### config.mk
export PLATFORM = sky130hd
export DESIGN_NAME = alarm_control_module
export DESIGN_NICKNAME = d
export VERILOG_FILES = /design/src/rtl/alarm_control_module.sv
export SDC_FILE = /design/constraint.sdc
export NUM_CORES = 1
export LEC_CHECK = 0
export BUFFER_PORTS_ARGS = -buffer_cell sky130_fd_sc_hd__buf_2
export CAP_MARGIN = 20
export CORE_ASPECT_RATIO = 0.9
export CORE_MARGIN = 10
export CORE_UTILIZATION = 54
export CTS_CLUSTER_SIZE = 24
export DETAILED_ROUTE_END_ITERATION = 10
export PLACE_DENSITY = 0.84
export SYNTH_ARGS = -nofsm -noshare
export SYNTH_HDL_FRONTEND = slang
export SYNTH_SLANG_ARGS = --single-unit
export TNS_END_PERCENT = 100
### constraint.sdc
create_clock -name Clk -period 3.5 [get_ports Clk]
set_clock_uncertainty 0.2 [all_clocks]
set_input_delay 0.7 -clock Clk [delete_from_list [all_inputs] [get_ports Clk]]
set_output_delay 0.7 -clock Clk [all_outputs]
set_load 0.02 [all_outputs]
### src/rtl/alarm_control_module.sv
// Alarm compare and ring/snooze/stop FSM driven by the packed current-time word.
// Optional beeping buzzer when ALARM_BEEP_EN is defined; otherwise the buzzer is a steady level.
module alarm_control_module #(
    parameter int SNOOZE_MIN   = 5,
    parameter int MAX_SNOOZE   = 3,
    parameter int RING_TIMEOUT = 10,
    parameter int BEEP_BITS    = 4
) (
    input  logic        Clk,
    input  logic        Clr_AC,
    input  logic [14:0] CTI,
    input  logic [11:0] ATI,
    input  logic [6:0]  DAY_MASK,
    input  logic        EN_AL,
    input  logic        Snooze,
    input  logic        Stop,
    output logic        Buzz,
    output logic        Alarm_Active,
    output logic        Snoozing,
    output logic [1:0]  AL_State
);
    localparam logic [3:0] SNZ_MIN = SNOOZE_MIN[3:0];
    localparam logic [3:0] MAX_SNZ = MAX_SNOOZE[3:0];
    localparam logic [3:0] RING_TO = RING_TIMEOUT[3:0];

    if (SNOOZE_MIN < 1 || SNOOZE_MIN > 15 || MAX_SNOOZE < 0 || MAX_SNOOZE > 7 ||
        RING_TIMEOUT < 1 || RING_TIMEOUT > 15 || BEEP_BITS < 1) begin : g_bad_param
        $error("alarm_control_module: parameter out of range");
    end

    typedef enum logic [1:0] {
        IDLE    = 2'b00,
        RINGING = 2'b01,
        SNOOZE  = 2'b10,
        DONE    = 2'b11
    } state_t;

    state_t     state, state_nxt;
    logic [3:0] ring_cnt, ring_cnt_nxt;
    logic [3:0] snz_cnt, snz_cnt_nxt;
    logic [3:0] snz_used, snz_used_nxt;
    logic [3:0] prev_min;
    logic [7:0] day_en;
    logic       tick, match, at_alarm;

    // Day code 7 lands on the padding bit, so it can never arm the alarm.
    assign day_en   = {1'b0, DAY_MASK};
    assign at_alarm = (CTI[11:0] == ATI);
    assign match    = EN_AL & at_alarm & day_en[CTI[14:12]];
    assign tick     = (CTI[3:0] != prev_min);

    always_ff @(posedge Clk or posedge Clr_AC) begin
        if (Clr_AC) begin
            state    <= IDLE;
            ring_cnt <= '0;
            snz_cnt  <= '0;
            snz_used <= '0;
            prev_min <= '0;
        end else begin
            state    <= state_nxt;
            ring_cnt <= ring_cnt_nxt;
            snz_cnt  <= snz_cnt_nxt;
            snz_used <= snz_used_nxt;
            prev_min <= CTI[3:0];
        end
    end

    always_comb begin
        state_nxt    = state;
        ring_cnt_nxt = ring_cnt;
        snz_cnt_nxt  = snz_cnt;
        snz_used_nxt = snz_used;
        if (!EN_AL) begin
            state_nxt = IDLE;
        end else begin
            case (state)
                IDLE: if (match) begin
                    state_nxt    = RINGING;
                    ring_cnt_nxt = '0;
                    snz_used_nxt = '0;
                end
                RINGING: begin
                    if (Stop) begin
                        state_nxt = DONE;
                    end else if (Snooze && (snz_used < MAX_SNZ)) begin
                        state_nxt    = SNOOZE;
                        snz_cnt_nxt  = SNZ_MIN;
                        snz_used_nxt = (snz_used == 4'hF) ? snz_used : snz_used + 4'd1;
                    end else if (tick) begin
                        ring_cnt_nxt = (ring_cnt == 4'hF) ? ring_cnt : ring_cnt + 4'd1;
                        if (ring_cnt_nxt >= RING_TO) state_nxt = DONE;
                    end
                end
                SNOOZE: begin
                    if (Stop) begin
                        state_nxt = DONE;
                    end else if (tick) begin
                        snz_cnt_nxt = (snz_cnt == 4'd0) ? snz_cnt : snz_cnt - 4'd1;
                        if (snz_cnt <= 4'd1) begin
                            state_nxt    = RINGING;
                            ring_cnt_nxt = '0;
                        end
                    end
                end
                DONE: if (!at_alarm) state_nxt = IDLE;
                default: state_nxt = IDLE;
            endcase
        end
    end

    assign AL_State     = state;
    assign Alarm_Active = (state == RINGING) || (state == SNOOZE);
    assign Snoozing     = (state == SNOOZE);

`ifdef ALARM_BEEP_EN
    logic [BEEP_BITS-1:0] beep_cnt;

    // Held at zero outside RINGING, so every entry starts with the high half of a beep.
    always_ff @(posedge Clk or posedge Clr_AC) begin
        if (Clr_AC)                 beep_cnt <= '0;
        else if (state != RINGING)  beep_cnt <= '0;
        else                        beep_cnt <= beep_cnt + 1'b1;
    end

    assign Buzz = (state == RINGING) & ~beep_cnt[BEEP_BITS-1];
`else
    assign Buzz = (state == RINGING);
`endif
endmodule

==> results.json, run 1 <==
{
  "status": "completed",
  "maxSlewHeadroom": 0.540,
  "io_pins": 44,
  "dp_hpwl_um": 2800,
  "crit_type": "flip-flop to output pin",
  "grt_pass1_wl_um": 5730,
  "p_leak_nw": 0.763,
  "cts_buffers": 3,
  "worst_pin_slew_ns": 0.689,
  "post-cts-setup-buffers": 0,
  "clock_path_buffers": 2,
  "avgSynthCellArea_um2": 9.19,
  "crit_start": "AL_State[1]",
  "vias": 1308,
  "clock-sinks": 18,
  "fin_util": 0.671,
  "grt_overflow": 0,
  "start_util": 0.567,
  "endpoint": "Buzz",
  "diodes": 0,
  "drive_above_1_share": 0.263,
  "fin_crit_sh": 0.743,
  "critPathLaunchType": "flip-flop",
  "cts_hold_buf": 0,
  "fin_crit_ns": 2.60,
  "grt_max_degree": 19,
  "rsz0062_at_grt": "false",
  "track_usage": 0.142,
  "setup_viol": 0,
  "layout_common_cells": "buf_2, dfrtp_1, xnor2_1, ha_1",
  "tns_ns": 0,
  "drt-total-wl_um": 3390,
  "antenna_found_initial": 0,
  "worstReg2RegStart": "AL_State[0]",
  "ys.warnings.count": 0,
  "synth-edff-count": 0,
  "maxCapViolations": 0,
  "synth_fp_nets": 200,
  "slew_viol_final": 0,
  "numPortBuffers": 43,
  "r2r-end": "ring_cnt[1]",
  "num-fill-cells": 182,
  "cts_resized": 0,
  "wl_per_cell_um": 15.3,
  "synth_seq_cells": 18,
  "ys_types": 45,
  "fin_nets": 245,
  "num_rows": 17,
  "worstPathMaxFanout": 16,
  "rrSetupSlack_ns": 0.94,
  "synth_ff_type": "dfrtp_1",
  "cp.arrival_ns": 1.70,
  "die_area_mm2": 0.00500,
  "core-area_mm2": 0.00245,
  "syn_area_mm2": 0.00139,
  "yosysSeqAreaShare": 0.325,
  "hold_path.class": "primary input to asynchronous set/reset pin",
  "drt_iter0_drc": 93,
  "dr.pass1.iters": 4,
  "via_per_inst": 5.89,
  "rr_worst_depth": 8,
  "final_antenna_net_count": 0,
  "detail_route.drc_violations": 0,
  "cts_max_level": 1,
  "hold_viol": 0,
  "clock_latency_ns": 0.29,
  "stdcell_count": 222,
  "cts_root_buffer": "clkbuf_4",
  "die_y_um": 68.1,
  "synthCells": 151,
  "area_delta_synth_final_pct": 18.3,
  "clk_pin_slew_ns": 0.10,
  "timing.fmax_ghz": 0.384,
  "grt_pass1_vias": 1352,
  "cts_tree": "built",
  "final_common_cell": "buf_2",
  "pre_cts_ws_ns": 0.769,
  "setup_ws_ns": 0.898,
  "dp.cells": 219,
  "p_per_area_mw_per_mm2": 359,
  "async_flop_share": 1.00,
  "peakVddDrop_v": 0.000261,
  "endpoint_kind": "output pin",
  "cp_data_required_time_ns": 2.60,
  "gp_congestion": 0.917,
  "die_x_um": 73.4
}
[per-stage QoR]
stage	total power, mW	hold slack (ns)	cell area, µm²
5_1_grt	0.637	0.337	1640
4_1_cts	0.593	0.309	1640
6_report	0.589	0.293	1640
3_5_place_dp	0.488	0.286	1620
2_1_floorplan	0.423	0.259	1390
3_3_place_gp	0.477	0.271	1620
[state kept, by name, summed over array words and instances (netlist names)]
register and count:
snz_used 4, AL_State 2, prev_min 4, ring_cnt 4, snz_cnt 4
[critical path, cell delays in order (launching register included)]
cell and delay, ns:
dfrtp_1 0.47, inv_1 0.17, ha_1 0.50, buf_2 0.26
[where the power goes]
group / switching, mW / internal (mW) / total, mW / leakage, nW
combinational: 0.106 / 0.0979 / 0.204 / 0.520
sequential: 0.0379 / 0.244 / 0.281 / 0.230
clock: 0.0629 / 0.0401 / 0.103 / 0.0138
total: 0.207 / 0.382 / 0.589 / 0.763
[cell usage after synthesis (2+ instances only)]
| cell | number | area (µm²) |
|---|---|---|
| nor2b_1 | 2 | 12.5 |
| nand4_1 | 7 | 43.8 |
| a21boi_0 | 4 | 30.0 |
| and3_1 | 2 | 12.5 |
| o31a_1 | 2 | 17.5 |
| nand3_1 | 3 | 15.0 |
| nand2_1 | 9 | 33.8 |
| o211ai_1 | 4 | 30.0 |
| a21oi_1 | 9 | 45.0 |
| nor3_1 | 4 | 20.0 |
| nand2b_1 | 3 | 18.8 |
| nand3b_1 | 3 | 22.5 |
| inv_1 | 7 | 26.3 |
| o21ai_0 | 6 | 30.0 |
| ha_1 | 10 | 125 |
| dfrtp_1 | 18 | 450 |
| xnor2_1 | 16 | 140 |
| nor2_1 | 9 | 33.8 |
| nor4_1 | 2 | 12.5 |
| clkbuf_1 | 2 | 7.51 |
| a31oi_1 | 5 | 31.3 |
[area by class of cell]
type	count	area, µm²	area share
Clock buffer	3	22.5	0.0137
Inverter	7	26.3	0.0160
Multi-Input combinational cell	123	892	0.543
Sequential cell	18	450	0.274
Tap cell	28	35.0	0.0213
Timing Repair Buffer	43	215	0.131
[worst min path at each step]
stage | from | to | slack, ns | cells past startpoint
after floorplan | snz_used[2] | snz_used[2] | 0.26 | 1
after global placement | snz_used[2] | snz_used[2] | 0.27 | 1
after detailed placement | snz_used[2] | snz_used[2] | 0.29 | 1
after CTS | Clr_AC | prev_min[0] | 0.31 | 2
after global routing | CTI[2] | prev_min[2] | 0.34 | 1
final | Clr_AC | snz_cnt[1] | 0.29 | 2
[layer usage]
layer  routed length, µm  GRT usage  share of wire  up-vias
met3                 276     0.0535          0.081        6
met2                1700      0.250           0.50       54
met5                   0          0              0        -
met4                  48     0.0558          0.014        0
li1                    -          -              -      645
met1                1370      0.152           0.40      603
[logic make-up (layout without fill, tap and decap cells)]
| kind of cell | count (synthesis) | count (layout) | synth area share |
|---|---|---|---|
| AOI/OAI and AO/OA | 40 | 40 | 0.192 |
| xor gates and xnor gates | 16 | 16 | 0.101 |
| adders and majority gates | 10 | 10 | 0.0902 |
| buffers and inverters | 10 | 53 | 0.0325 |
| DFF | 18 | 18 | 0.325 |
| muxes | 3 | 3 | 0.0316 |
| and+or+nand+nor | 54 | 54 | 0.228 |
Note: power is estimated with default switching activity, not from simulation.
==> run 2, diff against run 1 <==
--- a/config.mk
+++ b/config.mk
@@ -9,10 +9,10 @@
 export CAP_MARGIN = 20
 export CORE_ASPECT_RATIO = 0.9
 export CORE_MARGIN = 10
-export CORE_UTILIZATION = 54
+export CORE_UTILIZATION = 46
 export CTS_CLUSTER_SIZE = 24
 export DETAILED_ROUTE_END_ITERATION = 10
-export PLACE_DENSITY = 0.84
+export PLACE_DENSITY = 0.76
 export SYNTH_ARGS = -nofsm -noshare
 export SYNTH_HDL_FRONTEND = slang
 export SYNTH_SLANG_ARGS = --single-unit
==> constraint.sdc (replaced) <==
create_clock -name Clk -period 2.25 [get_ports Clk]
set_clock_uncertainty 0.2 [all_clocks]
set_input_delay 0.45 -clock Clk [delete_from_list [all_inputs] [get_ports Clk]]
set_output_delay 0.45 -clock Clk [all_outputs]
set_load 0.02 [all_outputs]
==> run 2 against run 1 <==
Clock power increased by 65%. Largest power group is now combinational logic. Critical path type is now flip-flop to flip-flop. Combinational power increased by 120%. Hold slack got worse by 0.24 ns. Sequential power increased by 54%.
==> results.json, run 2 (synthesized netlist as in run 1, its figures left out) <==
{
  "gp_congestion": 0.849,
  "fin_crit_sh": 0.994,
  "numPortBuffers": 43,
  "slowest_delay_ns": 0.47,
  "wl_per_cell_um": 15.1,
  "grt_pass1_vias": 1452,
  "grt_overflow": 0,
  "slew_viol_final": 0,
  "clock_path_buffers": 2,
  "status": "completed",
  "vias": 1405,
  "num_rows": 18,
  "p_leak_nw": 0.873,
  "setup_ws_ns": 0.0137,
  "peakVddDrop_v": 0.000312,
  "cts_tree": "built",
  "dp.cells": 247,
  "track_usage": 0.133,
  "dp_hpwl_um": 3010,
  "dpl_cell_area_mm2": 0.00176,
  "rr_worst_depth": 9,
  "cp.arrival_ns": 2.23,
  "antenna_found_initial": 0,
  "drt-total-wl_um": 3850,
  "fin_util": 0.669,
  "worstPathMaxFanout": 6,
  "drive_above_1_share": 0.405,
  "num-fill-cells": 250,
  "stdcell_count": 255,
  "clock_latency_ns": 0.29,
  "cts_max_level": 1,
  "detail_route.drc_violations": 0,
  "hold_viol": 0,
  "grt_pass1_wl_um": 6220,
  "critPathLaunchType": "flip-flop",
  "final_common_cell": "buf_2",
  "fin_nets": 265,
  "worst_pin_slew_ns": 0.704,
  "endpoint_kind": "flip-flop",
  "maxSlewHeadroom": 0.530,
  "multi_input_area_um2": 958,
  "diodes": 0,
  "crit_chain": "ha_2, nor4b_2, buf_4, and2b_2, buf_6, o211ai_1, nor4_2, a21o_1, a22o_1",
  "rsz0062_at_grt": "true",
  "via_per_inst": 5.51,
  "setup_viol": 0,
  "critical_path_buf_inv_count": 2,
  "core-area_mm2": 0.00282,
  "cts_buffers": 3,
  "cp_data_required_time_ns": 2.24,
  "register_area_um2": 453,
  "grt_max_degree": 19,
  "cts_hold_buf": 0,
  "cp_top_family": "compound AO/OA/AOI/OAI gates",
  "die_area_mm2": 0.00562,
  "cts_root_buffer": "clkbuf_4",
  "start_util": 0.493,
  "crit_type": "flip-flop to flip-flop",
  "pre_cts_ws_ns": -0.122,
  "clock-sinks": 18,
  "area_delta_synth_final_pct": 35.7,
  "clk_pin_slew_ns": 0.10,
  "io_pins": 44,
  "hold_path.class": "primary input to asynchronous set/reset pin",
  "layout_common_cells": "buf_2, buf_4, xnor2_1, dfrtp_1",
  "p_per_area_mw_per_mm2": 555,
  "die_x_um": 77.9,
  "maxCapViolations": 0,
  "timing.fmax_ghz": 0.447,
  "stdcell_area_mm2": 0.00188,
  "drt_iter0_drc": 95,
  "cp_slowest_cell": "o211ai_1",
  "path_depth": 9,
  "die_y_um": 72.1,
  "fin_crit_ns": 2.24,
  "dr.pass1.iters": 4,
  "final_antenna_net_count": 0
}
[run 2: worst register-to-register path: cells and delay by family (launching register included)]
family	cells	cell delay, ns
AOI/OAI and AO/OA	3	0.81
adders and majority gates	1	0.17
DFF	1	0.37
and+or+nand+nor	3	0.34
buffers and inverters	2	0.26
[run 2: layer usage]
| metal | wire, µm | global-route usage | up-vias |
|---|---|---|---|
| met2 | 2020 | 0.247 | 43 |
| li1 | - | - | 688 |
| met1 | 1550 | 0.138 | 672 |
| met3 | 253 | 0.0480 | 2 |
| met4 | 18 | 0.0358 | 0 |
| met5 | 0 | 0 | - |
[run 2: area by class of cell]
| cell class | instances | area share |
|---|---|---|
| repair buffers | 63 | 0.196 |
| inverters | 7 | 0.0140 |
| well taps | 40 | 0.0266 |
| flip-flops and latches | 18 | 0.241 |
| clock buffers | 4 | 0.0140 |
| multi-input cells | 123 | 0.509 |
[run 2: report_power, final]
group	internal, mW	switching (mW)	total, mW
Combinational	0.231	0.212	0.443
Sequential	0.379	0.0540	0.433
Clock	0.0690	0.101	0.170
[run 2: repair_timing]
action                                  4_1_cts  5_1_grt
endpoints found under the setup margin        0       11
resized for setup                             0       15
setup buffers                                 0        4
[run 2: worst paths after layout]
path	slack, ns	from	endpoint
setup / recovery	0.01	snz_used[1]	snz_cnt[3]
max in group asynchronous	1.31	Clr_AC	AL_State[1]
hold / removal	0.05	Clr_AC	snz_cnt[3]
setup reg to reg	0.01	snz_used[1]	snz_cnt[3]
hold reg to reg	0.34	snz_used[2]	snz_used[2]
min in group Clk	0.11	CTI[3]	prev_min[3]
[run 2: per-stage QoR]
stage	power (mW)	setup TNS [ns]	hold slack (ns)
5_1_grt	1.13	-0.457	0.0878
3_3_place_gp	0.783	-0.227	0.275
3_5_place_dp	0.809	-0.542	0.293
2_1_floorplan	0.659	0	0.189
4_1_cts	0.979	0	0.0676
6_report	1.05	0	0.0500
==> run 3, diff against run 2 <==
--- a/config.mk
+++ b/config.mk
@@ -12,6 +12,7 @@
 export CORE_UTILIZATION = 46
 export CTS_CLUSTER_SIZE = 24
 export DETAILED_ROUTE_END_ITERATION = 10
+export HOLD_SLACK_MARGIN = 0.1
 export PLACE_DENSITY = 0.76
 export SYNTH_ARGS = -nofsm -noshare
 export SYNTH_HDL_FRONTEND = slang
==> run 3 against run 2 <==
Setup slack got worse by 0.0021 ns. Sequential share of layout area fell by 0.62 points. Hold slack improved by 0.29 ns. Critical path type unchanged. Largest cell class unchanged. Largest power group unchanged.
==> results.json, run 3 (synthesized netlist as in run 1, its figures left out) <==
{
  "status": "completed",
  "clock-sinks": 18,
  "cts_buffers": 3,
  "multi_input_area_um2": 958,
  "numPortBuffers": 43,
  "clk_pin_slew_ns": 0.11,
  "setup_viol": 0,
  "peakVddDrop_v": 0.000320,
  "pre_cts_ws_ns": -0.122,
  "area_delta_synth_final_pct": 39.3,
  "layout_common_cells": "buf_2, buf_4, xnor2_1, dfrtp_1",
  "die_area_mm2": 0.00562,
  "clock_latency_ns": 0.29,
  "cts_tree": "built",
  "cp.arrival_ns": 2.24,
  "grt_pass1_vias": 1461,
  "crit_type": "flip-flop to flip-flop",
  "slew_viol_final": 0,
  "switchingPower_mw": 0.370,
  "gp_congestion": 0.849,
  "endpoint_kind": "flip-flop",
  "antenna_found_initial": 0,
  "hp-start": "snz_used[2]",
  "swShare": 0.351,
  "dr.pass1.iters": 4,
  "clock_path_buffers": 2,
  "worstReg2RegStart": "snz_used[1]",
  "drive_above_1_share": 0.395,
  "critPathLaunchType": "flip-flop",
  "die_x_um": 77.9,
  "power.share.clock": 0.162,
  "num-fill-cells": 248,
  "power.total_mw": 1.05,
  "diodes": 0,
  "register_area_um2": 453,
  "die_y_um": 72.1,
  "wl_per_cell_um": 15.2,
  "p_per_area_mw_per_mm2": 546,
  "rsz0062_at_grt": "true",
  "vias": 1413,
  "fin_nets": 270,
  "cts_max_level": 1,
  "core-area_mm2": 0.00282,
  "via_per_inst": 5.43,
  "grt_max_degree": 19,
  "drt_iter0_drc": 97,
  "fin_crit_sh": 0.995,
  "detail_route.drc_violations": 0,
  "worstPathMaxFanout": 6,
  "grt_overflow": 0,
  "hold_path.class": "flip-flop to flip-flop",
  "final_common_cell": "buf_2",
  "setup_ws_ns": 0.0116,
  "cts_root_buffer": "clkbuf_4",
  "critical_path_buf_inv_count": 2,
  "num_rows": 18,
  "hold_viol": 0,
  "crit_chain": "ha_2, nor4b_2, buf_4, and2b_2, buf_6, o211ai_1, nor4_2, a21o_1, a22o_1",
  "maxSlewHeadroom": 0.526,
  "p_leak_nw": 0.894,
  "cp_top_family": "compound AO/OA/AOI/OAI gates",
  "slowest_delay_ns": 0.47,
  "tns_ns": 0,
  "dp_hpwl_um": 3010,
  "timing.fmax_ghz": 0.447,
  "track_usage": 0.134,
  "cp_slowest_cell": "o211ai_1",
  "maxCapViolations": 0,
  "worst_pin_slew_ns": 0.711,
  "p_int_mw": 0.685,
  "start_util": 0.493,
  "cp_data_required_time_ns": 2.25,
  "grt_pass1_wl_um": 6270,
  "fin_crit_ns": 2.24,
  "pwr-share-seq": 0.411,
  "final_antenna_net_count": 0,
  "pwr-share-comb": 0.427,
  "drt-total-wl_um": 3960,
  "crit_start": "snz_used[1]",
  "io_pins": 44
}
-- run 3: stage by stage --
stage / hold slack [ns] / utilization / instance area, µm² / std cells
after floorplan: 0.189 / - / 1400 / 151
after global placement: 0.275 / 0.626 / 1760 / 247
after detailed placement: 0.293 / 0.626 / 1760 / 247
after CTS: 0.101 / 0.643 / 1810 / 253
after global routing: 0.356 / 0.687 / 1930 / 260
final: 0.344 / 0.687 / 1930 / 260
-- run 3: cell type report --
cell class / instances / share of cell area
clock buffer: 4 / 0.0136
inverter: 7 / 0.0136
multi-input combinational: 123 / 0.496
sequential: 18 / 0.234
tap: 40 / 0.0259
timing repair buffer: 68 / 0.217
-- run 3: path summary, 6_finish.rpt --
| path | end | slack, ns | depth (start not counted) |
|---|---|---|---|
| max | snz_cnt[3] | 0.01 | 9 |
| min | snz_used[2] | 0.34 | 1 |
| max reg2reg | snz_cnt[3] | 0.01 | 9 |
| min reg2reg | snz_used[2] | 0.34 | 1 |
| max in group asynchronous | AL_State[1] | 0.75 | 3 |
| min in group asynchronous | snz_cnt[3] | 0.60 | 3 |
-- run 3: power groups by stage --
stage,registers (mW),logic (mW),clock network [mW]
2_1_floorplan,0.428,0.230,0
3_3_place_gp,0.429,0.354,0
3_5_place_dp,0.434,0.375,0
4_1_cts,0.428,0.379,0.175
5_1_grt,0.439,0.506,0.194
6_report,0.433,0.451,0.171
-- run 3: repair_timing --
action                                  4_1_cts  5_1_grt
hold endpoints to repair                     19        3
setup buffers                                 0        4
endpoints found under the setup margin        0       11
hold buffers                                  2        3
gates resized for setup                       0       15
-- run 3: per-layer routing --
layer / global-route usage / vias up / share of wire
met5: 0 / - / 0
met1: 0.139 / 679 / 0.41
met4: 0.0358 / 0 / 0.0045
li1: - / 697 / -
met3: 0.0480 / 2 / 0.056
met2: 0.251 / 35 / 0.53
-- run 3: worst reg2reg max path, cell delays in order (launching register included) --
cell,delay [ns]
dfrtp_1,0.37
ha_2,0.17
nor4b_2,0.04
buf_4,0.14
and2b_2,0.22
buf_6,0.12
o211ai_1,0.47
nor4_2,0.08
a21o_1,0.17
a22o_1,0.17
